[src/rtl/gpio_port.sv]
// GPIO port: per-pin direction, output latch, synchronised input, edge
// interrupts with W1C pending bits routed onto two interrupt lines.

module gpio_pin #(
  parameter int SYNC_STAGES = 2
) (
  input  logic       clk,
  input  logic       rst,
  input  logic       pin,
  input  logic [1:0] mode,
  input  logic       clr,
  output logic       sync_in,
  output logic       pend
);
  logic [SYNC_STAGES-1:0] chain;
  logic                   prev;
  logic                   rise, fall, hit;

  assign sync_in = chain[SYNC_STAGES-1];
  assign rise    = sync_in & ~prev;
  assign fall    = ~sync_in & prev;
  assign hit     = (mode[0] & rise) | (mode[1] & fall);

  // A new event outranks a W1C landing in the same cycle.
  always_ff @(posedge clk or posedge rst) begin
    if (rst) begin
      chain <= '0;
      prev  <= 1'b0;
      pend  <= 1'b0;
    end else begin
      chain <= {chain[SYNC_STAGES-2:0], pin};
      prev  <= sync_in;
      pend  <= (pend & ~clr) | hit;
    end
  end
endmodule

module gpio_port #(
  parameter int WIDTH       = 8,
  parameter int SYNC_STAGES = 2
) (
  input  logic             clk,
  input  logic             rst,
  input  logic             rd_en,
  input  logic             wr_en,
  input  logic [3:0]       addr,
  input  logic [31:0]      wr_data,
  input  logic [3:0]       wr_strobe,
  output logic [31:0]      rd_data,
  input  logic [WIDTH-1:0] gpio_in,
  output logic [WIDTH-1:0] gpio_out,
  output logic [WIDTH-1:0] gpio_oe,
  output logic             irq0,
  output logic             irq1
);
  typedef struct packed {
    logic        rd;
    logic        wr;
    logic [1:0]  sel;
    logic [31:0] data;
    logic [31:0] mask;
  } bus_req_t;

  bus_req_t           req;
  logic [WIDTH-1:0]   dir, odata, route, pend, sync_in, clr;
  logic [2*WIDTH-1:0] imode;
  logic [31:0]        rd_mux;
  logic               unused_bus;

  always_comb begin
    req.rd   = rd_en;
    req.wr   = wr_en;
    req.sel  = addr[3:2];
    req.data = wr_data;
    req.mask = {{8{wr_strobe[3]}}, {8{wr_strobe[2]}}, {8{wr_strobe[1]}}, {8{wr_strobe[0]}}};
  end

  assign unused_bus = ^{addr[1:0], req.data, req.mask};

  assign clr = (req.wr && req.sel == 2'd3) ? (req.data[WIDTH-1:0] & req.mask[WIDTH-1:0]) : '0;

  for (genvar i = 0; i < WIDTH; i++) begin : g_pin
    gpio_pin #(.SYNC_STAGES(SYNC_STAGES)) u_pin (
      .clk    (clk),
      .rst    (rst),
      .pin    (gpio_in[i]),
      .mode   (imode[2*i +: 2]),
      .clr    (clr[i]),
      .sync_in(sync_in[i]),
      .pend   (pend[i])
    );
  end

  always_ff @(posedge clk or posedge rst) begin
    if (rst) begin
      dir   <= '0;
      odata <= '0;
      imode <= '0;
      route <= '0;
    end else if (req.wr) begin
      case (req.sel)
        2'd0: dir   <= (dir & ~req.mask[WIDTH-1:0]) | (req.data[WIDTH-1:0] & req.mask[WIDTH-1:0]);
        2'd1: odata <= (odata & ~req.mask[WIDTH-1:0]) | (req.data[WIDTH-1:0] & req.mask[WIDTH-1:0]);
        2'd2: imode <= (imode & ~req.mask[2*WIDTH-1:0]) | (req.data[2*WIDTH-1:0] & req.mask[2*WIDTH-1:0]);
        default: route <= (route & ~req.mask[16 +: WIDTH]) | (req.data[16 +: WIDTH] & req.mask[16 +: WIDTH]);
      endcase
    end
  end

  always_comb begin
    rd_mux = '0;
    case (req.sel)
      2'd0: rd_mux[WIDTH-1:0]   = dir;
      2'd1: rd_mux[WIDTH-1:0]   = (dir & odata) | (~dir & sync_in);
      2'd2: rd_mux[2*WIDTH-1:0] = imode;
      default: begin
        rd_mux[WIDTH-1:0]  = pend;
        rd_mux[16 +: WIDTH] = route;
      end
    endcase
  end

  // Read samples pre-write state, so a same-cycle write is not visible.
  always_ff @(posedge clk or posedge rst) begin
    if (rst)         rd_data <= '0;
    else if (req.rd) rd_data <= rd_mux;
  end

  assign gpio_out = odata;
  assign gpio_oe  = dir;
  assign irq0     = |(pend & ~route);
  assign irq1     = |(pend & route);
endmodule

[config.mk]
export PLATFORM = sky130hd
export DESIGN_NAME = gpio_port
export DESIGN_NICKNAME = d
export VERILOG_FILES = /design/src/rtl/gpio_port.sv
export SDC_FILE = /design/constraint.sdc
export NUM_CORES = 1
export LEC_CHECK = 0
export ABC_AREA = 0
export BUFFER_PORTS_ARGS = -buffer_cell sky130_fd_sc_hd__buf_2
export CORE_MARGIN = 4
export CORE_UTILIZATION = 50
export CTS_CLUSTER_DIAMETER = 150
export DETAILED_ROUTE_END_ITERATION = 12
export GPL_TIMING_DRIVEN = 0
export PLACE_DENSITY = 0.76
export RECOVER_POWER = 50
export SLEW_MARGIN = 20
export SYNTH_ARGS = -nofsm -noshare
export SYNTH_HDL_FRONTEND = slang
export SYNTH_SLANG_ARGS = --single-unit
[constraint.sdc]
create_clock -name clk -period 6.6 [get_ports clk]
set_clock_uncertainty 0.2 [all_clocks]
set_input_delay 1.32 -clock clk [delete_from_list [all_inputs] [get_ports clk]]
set_output_delay 1.32 -clock clk [all_outputs]
set_load 0.005 [all_outputs]
==> results of run 1 <==
## cells by family after synthesis
| family | count (synthesis) |
|---|---|
| DFF | 96 |
| buffers and inverters | 40 |
| other | 1 |
| and+or+nand+nor | 62 |
| muxes | 38 |
| AOI/OAI and AO/OA | 79 |
## how the worst min path moves through the flow
stage / from / to / slack [ns] / cells after the start
after CTS: g_pin[5].u_pin.chain[0] / g_pin[5].u_pin.chain[1] / 0.16 / 0
after global routing: g_pin[1].u_pin.chain[0] / g_pin[1].u_pin.chain[1] / 0.16 / 0
final: g_pin[5].u_pin.chain[0] / g_pin[5].u_pin.chain[1] / 0.15 / 0
after detailed placement: g_pin[5].u_pin.chain[0] / g_pin[5].u_pin.chain[1] / 0.13 / 0
after floorplan: g_pin[0].u_pin.chain[0] / g_pin[0].u_pin.chain[1] / 0.13 / 0
after global placement: g_pin[1].u_pin.chain[0] / g_pin[1].u_pin.chain[1] / 0.13 / 0
## power groups by stage
stage / clock network (uW) / logic [uW] / registers, uW
after detailed placement: 0 / 226 / 757
final: 448 / 223 / 747
after floorplan: 0 / 139 / 739
after global routing: 481 / 252 / 759
after CTS: 456 / 227 / 746
after global placement: 0 / 215 / 753
## layout by cell type, fill, tap and decap left out, types with 8 or more instances in the layout
cell       instances
inv_1             18
buf_2             84
buf_4             11
dfrtp_1           96
o21ai_0           18
nand2_1           32
a21oi_1           14
mux2_2            32
nand3b_1          11
clkbuf_8           9
conb_1             8
o2bb2ai_1         16
## stage by stage
stage               hold slack [ns]  utilization [%]
floorplan                     0.131                -
global placement              0.131             58.3
detailed placement            0.135             58.7
CTS                           0.156             61.7
global route                  0.163             61.7
finish                        0.155             61.7
## worst max-delay path, cell delays in order (launching register included)
cell and delay [ns]:
dfrtp_1 0.45, inv_1 0.09, o22ai_1 0.07, or4_1 0.53, buf_2 0.15
## final cells by class
cell class                      instances  area, um2  share of cell area (%)
Buffer                                 20        126                    2.66
Clock inverter                          5        106                    2.24
Tap cell                              102        128                    2.69
Sequential cell                        96       2400                    50.7
Inverter                               20       76.3                    1.61
Multi-Input combinational cell        187       1340                    28.2
Clock buffer                           10        128                    2.69
Timing Repair Buffer                   83        438                    9.23
## layer usage
metal  wire [um]  share of wire, %  up-vias  track usage [%]
met5           0                 0        -                0
met3         626               7.0       14             3.49
met4         161               1.8        0             8.88
met2        4430                49       99             33.7
met1        3750                42     1430             27.5
li1            -                 -     1305                -
==> flow_summary.json, run 1 <==
{
  "required_ns": 5.08,
  "cts_setup_buffers": 0,
  "cts_root_buffer": "clkbuf_8",
  "outcome": "finished, violations left",
  "ctsResizeCount": 0,
  "htree_levels": 3,
  "netSwitchingFraction_pct": 26.3,
  "synthAdderAreaFrac_pct": 0,
  "rsz0062_at_grt": "no",
  "cp-startpoint": "g_pin[2].u_pin.pend",
  "synth.distinct_cells": 33,
  "synth_top_area_share_pct": 61.4,
  "clk_latency_ns": 0.36,
  "die_x_um": 96.5,
  "clockPowerShare_pct": 31.6,
  "synth_mux_area_share_pct": 10.7,
  "yosys.area.top_type": "dfrtp_1",
  "stdcell_count": 523,
  "seqPwrFrac_pct": 52.7,
  "synth_compound_area_share_pct": 13.7,
  "drive_gt1_share_pct": 35.4,
  "dieArea_um2": 9310,
  "fin_crit_sh_pct": 47.9,
  "portBuffers": 82,
  "final_area_um2": 4740,
  "drc": 0,
  "crit_end": "irq0",
  "vdd_drop_max_mv": 0.140,
  "ys.flop_type": "dfrtp_1",
  "synth_top_family_by_area": "compound AO/OA/AOI/OAI gates",
  "fin_nets": 469,
  "post-place-ws_ns": 3.71,
  "clk_path_buf_depth": 2,
  "crit_path_max_fanout": 4,
  "dpl_cell_area_um2": 4510,
  "area_growth_pct": 21.1,
  "p_leak_uw": 0.00234,
  "globalplace.congestion": 0.810,
  "grt_pass1_wl_mm": 14.4,
  "r2r-start": "g_pin[2].u_pin.pend",
  "worstRegToRegCells": 3,
  "max-slew-margin-rel_pct": -8.05,
  "cp-start-kind": "flop",
  "ant_nets": 0,
  "maxCapViolations": 1,
  "grt_usage_pct": 20.7,
  "p_per_area_nw_per_um2": 299,
  "wl_per_cell_um": 17.2,
  "rr_endpoint": "rd_data[2]",
  "initial_core_util_pct": 50.9,
  "vias_per_cell": 5.45,
  "arrival_ns": 1.64,
  "drt_first_pass_iters": 4,
  "drt_iter0_drc": 132,
  "grt_pass1_vias": 2942,
  "hp-class": "reg -> reg",
  "p_sw_uw": 373,
  "die_h_um": 96.5,
  "critical_path_class": "reg -> out",
  "yosysMostFrequentCell": "dfrtp_1",
  "hpwl_mm": 6.49,
  "antenna_found_initial": 0,
  "grt_max_degree": 62,
  "worstSetupEndpointType": "output pin",
  "finalMaxSlewViolations": 36,
  "grt-ovfl-total": 0,
  "cts_num_sinks": 96,
  "rows": 32,
  "setup_slack_ns": 3.44,
  "fillCellCount": 672,
  "p_comb_share_pct": 15.7,
  "hold_buffers": 0,
  "core-area_um2": 7690,
  "vias": 2848,
  "synth_xor_area_share_pct": 0,
  "ioPinCount": 102,
  "path_clk_slew_ns": 0.09,
  "synthTopCellsByArea": "dfrtp_1, mux2_2, o2bb2ai_1, nand2_1, o21ai_0",
  "failed_checks": "capacitance limit, slew limit",
  "finalSetupTns_ns": 0,
  "synthArstFlopShare_pct": 100,
  "numCtsBuffers": 9,
  "max_freq_mhz": 316,
  "rrSetupSlack_ns": 5.39,
  "synth_area_um2": 3920,
  "finalPower_uw": 1420,
  "yosysSeqAreaShare_pct": 61.4,
  "insertedDiodeCount": 0,
  "synth_warnings": 0,
  "intPower_uw": 1040,
  "ys_ff_latch": 96,
  "netlist_top_cells_count": "dfrtp_1, mux2_2, nand2_1, inv_1, o21ai_0",
  "synth_area_per_cell_um2": 12.4,
  "syn_inst": 316,
  "synth_edf_count": 0,
  "yosys.area_share.simple_pct": 8.92,
  "hold_viol": 0,
  "cts_tree": "built",
  "wl_mm": 8.97,
  "worstMarginPinSlew_ns": 1.61,
  "finalCriticalPeriod_ns": 3.16,
  "dp_cells": 508,
  "setup_viol": 0
}
(Power assumes the default switching activity.)
==> run 2, diff against run 1 <==
==> constraint.sdc (replaced) <==
create_clock -name clk -period 3.2 [get_ports clk]
set_clock_uncertainty 0.2 [all_clocks]
set_input_delay 0.64 -clock clk [delete_from_list [all_inputs] [get_ports clk]]
set_output_delay 0.64 -clock clk [all_outputs]
set_load 0.005 [all_outputs]
==> run 2 against run 1 <==
  * Combinational power increased by 110%
  * The flow still finishes with violations (capacitance limit, slew limit)
  * Largest cell class unchanged
  * Highest routed layer unchanged
  * Routed wire length is 1.7% higher
  * Flip-flop and latch count is the same
  * Worst hold slack worse by 0.053 ns
  * Critical endpoint unchanged
  * Sequential power is 110% higher
  * Via count down 0.67%
  * Clock-buffer cell count is the same
==> flow_summary.json, run 2 (synthesis results as in run 1) <==
{
  "cts_setup_buffers": 0,
  "worstSetupEndpointType": "output pin",
  "finalCriticalPeriod_ns": 2.48,
  "dieArea_um2": 9310,
  "cp-start-kind": "flop",
  "vias_per_cell": 5.38,
  "arrival_ns": 1.64,
  "hpwl_mm": 6.54,
  "grt_pass1_wl_mm": 14.5,
  "vdd_drop_max_mv": 0.318,
  "outcome": "finished, violations left",
  "max-slew-margin-rel_pct": -5.22,
  "grt_usage_pct": 20.9,
  "p_comb_share_pct": 16.0,
  "vias": 2829,
  "failed_checks": "capacitance limit, slew limit",
  "maxCapViolations": 1,
  "wl_mm": 9.13,
  "fillCellCount": 632,
  "multi_input_area_um2": 1340,
  "cts_root_buffer": "clkbuf_8",
  "initial_core_util_pct": 50.9,
  "max_freq_mhz": 403,
  "finalSetupTns_ns": 0,
  "cts_num_sinks": 96,
  "ioPinCount": 102,
  "wl_per_cell_um": 17.3,
  "rsz0062_at_grt": "no",
  "die_x_um": 96.5,
  "seqPwrFrac_pct": 53.7,
  "grt-ovfl-total": 0,
  "setup_viol": 0,
  "p_per_area_nw_per_um2": 607,
  "insertedDiodeCount": 0,
  "finalMaxSlewViolations": 31,
  "antenna_found_initial": 0,
  "drt_iter0_drc": 222,
  "required_ns": 2.36,
  "cts_tree": "built",
  "seqCellArea_um2": 2400,
  "crit_path_max_fanout": 4,
  "portBuffers": 82,
  "setup_slack_ns": 0.721,
  "final_cell_mix": "dfrtp_1, buf_2, mux2_2, nand2_1",
  "grt_max_degree": 35,
  "drc": 0,
  "die_h_um": 96.5,
  "area_growth_pct": 20.8,
  "post-place-ws_ns": 0.970,
  "p_sw_uw": 776,
  "globalplace.congestion": 0.779,
  "intPower_uw": 2100,
  "grt_pass1_vias": 2840,
  "finalPower_uw": 2870,
  "final_common_cell": "dfrtp_1",
  "hold_buffers": 0,
  "netSwitchingFraction_pct": 27.0,
  "numCtsBuffers": 9,
  "ctsResizeCount": 0,
  "critical_path_class": "reg -> out",
  "rows": 32,
  "fin_nets": 471,
  "worstMarginPinSlew_ns": 1.58,
  "hp-class": "in -> async",
  "path_clk_slew_ns": 0.09,
  "ant_nets": 0,
  "clk_latency_ns": 0.36,
  "fin_crit_sh_pct": 77.5,
  "hold_viol": 0,
  "core-area_um2": 7690,
  "p_leak_uw": 0.00234,
  "htree_levels": 3,
  "drive_gt1_share_pct": 35.6,
  "clk_path_buf_depth": 2,
  "drt_first_pass_iters": 4,
  "clockPowerShare_pct": 30.3
}
-- run 2: power by group through the flow --
stage	logic (uW)	clock network [uW]	registers, uW
2_1_floorplan	287	0	1520
3_3_place_gp	443	0	1550
3_5_place_dp	470	0	1560
4_1_cts	473	881	1540
5_1_grt	519	933	1570
6_report	460	869	1540
-- run 2: final timing paths --
| kind | cells past startpoint | start | slack (ns) | endpoint |
|---|---|---|---|---|
| max | 4 | g_pin[2].u_pin.pend | 0.72 | irq0 |
| min | 2 | rst | 0.10 | g_pin[5].u_pin.chain[0] |
| max reg2reg | 3 | g_pin[6].u_pin.chain[1] | 1.99 | rd_data[6] |
| min reg2reg | 0 | g_pin[0].u_pin.chain[0] | 0.16 | g_pin[0].u_pin.chain[1] |
| max in group asynchronous | 3 | rst | 0.87 | g_pin[0].u_pin.chain[1] |
| min in group clk | 0 | g_pin[0].u_pin.chain[0] | 0.16 | g_pin[0].u_pin.chain[1] |
-- run 2: through the flow --
stage          hold slack, ns  util, %  instances  cell area, um2
3_5_place_dp            0.138     59.2        510            4550
5_1_grt                 0.125     61.5        526            4730
3_3_place_gp            0.132     58.3        507            4480
2_1_floorplan           0.131        -        323            3950
4_1_cts                0.0535     62.1        526            4770
6_report                0.101     61.5        526            4730
-- run 2: routing by layer --
layer | global-route usage [%] | part of all wire [%] | wire length [um] | vias up
met5 | 0 | 0 | 0 | -
met4 | 6.89 | 1.2 | 109 | 0
li1 | - | - | - | 1317
met3 | 3.87 | 5.2 | 472 | 12
met2 | 33.0 | 48 | 4360 | 79
met1 | 29.4 | 46 | 4180 | 1421
-- run 2: critical path, stage by stage, from the launching register on --
cell and delay [ns]:
dfrtp_1 0.44, inv_1 0.08, o22ai_1 0.09, or4_1 0.54
buf_2 0.15
-- run 2: final cells by class --
class / instances / share of cell area [%]
repair buffers: 85 / 9.26
well taps: 102 / 2.70
multi-input cells: 187 / 28.3
plain buffers: 20 / 2.67
flip-flops and latches: 96 / 50.8
inverters: 20 / 1.61
clock buffers: 10 / 2.91
clock inverters: 6 / 1.75
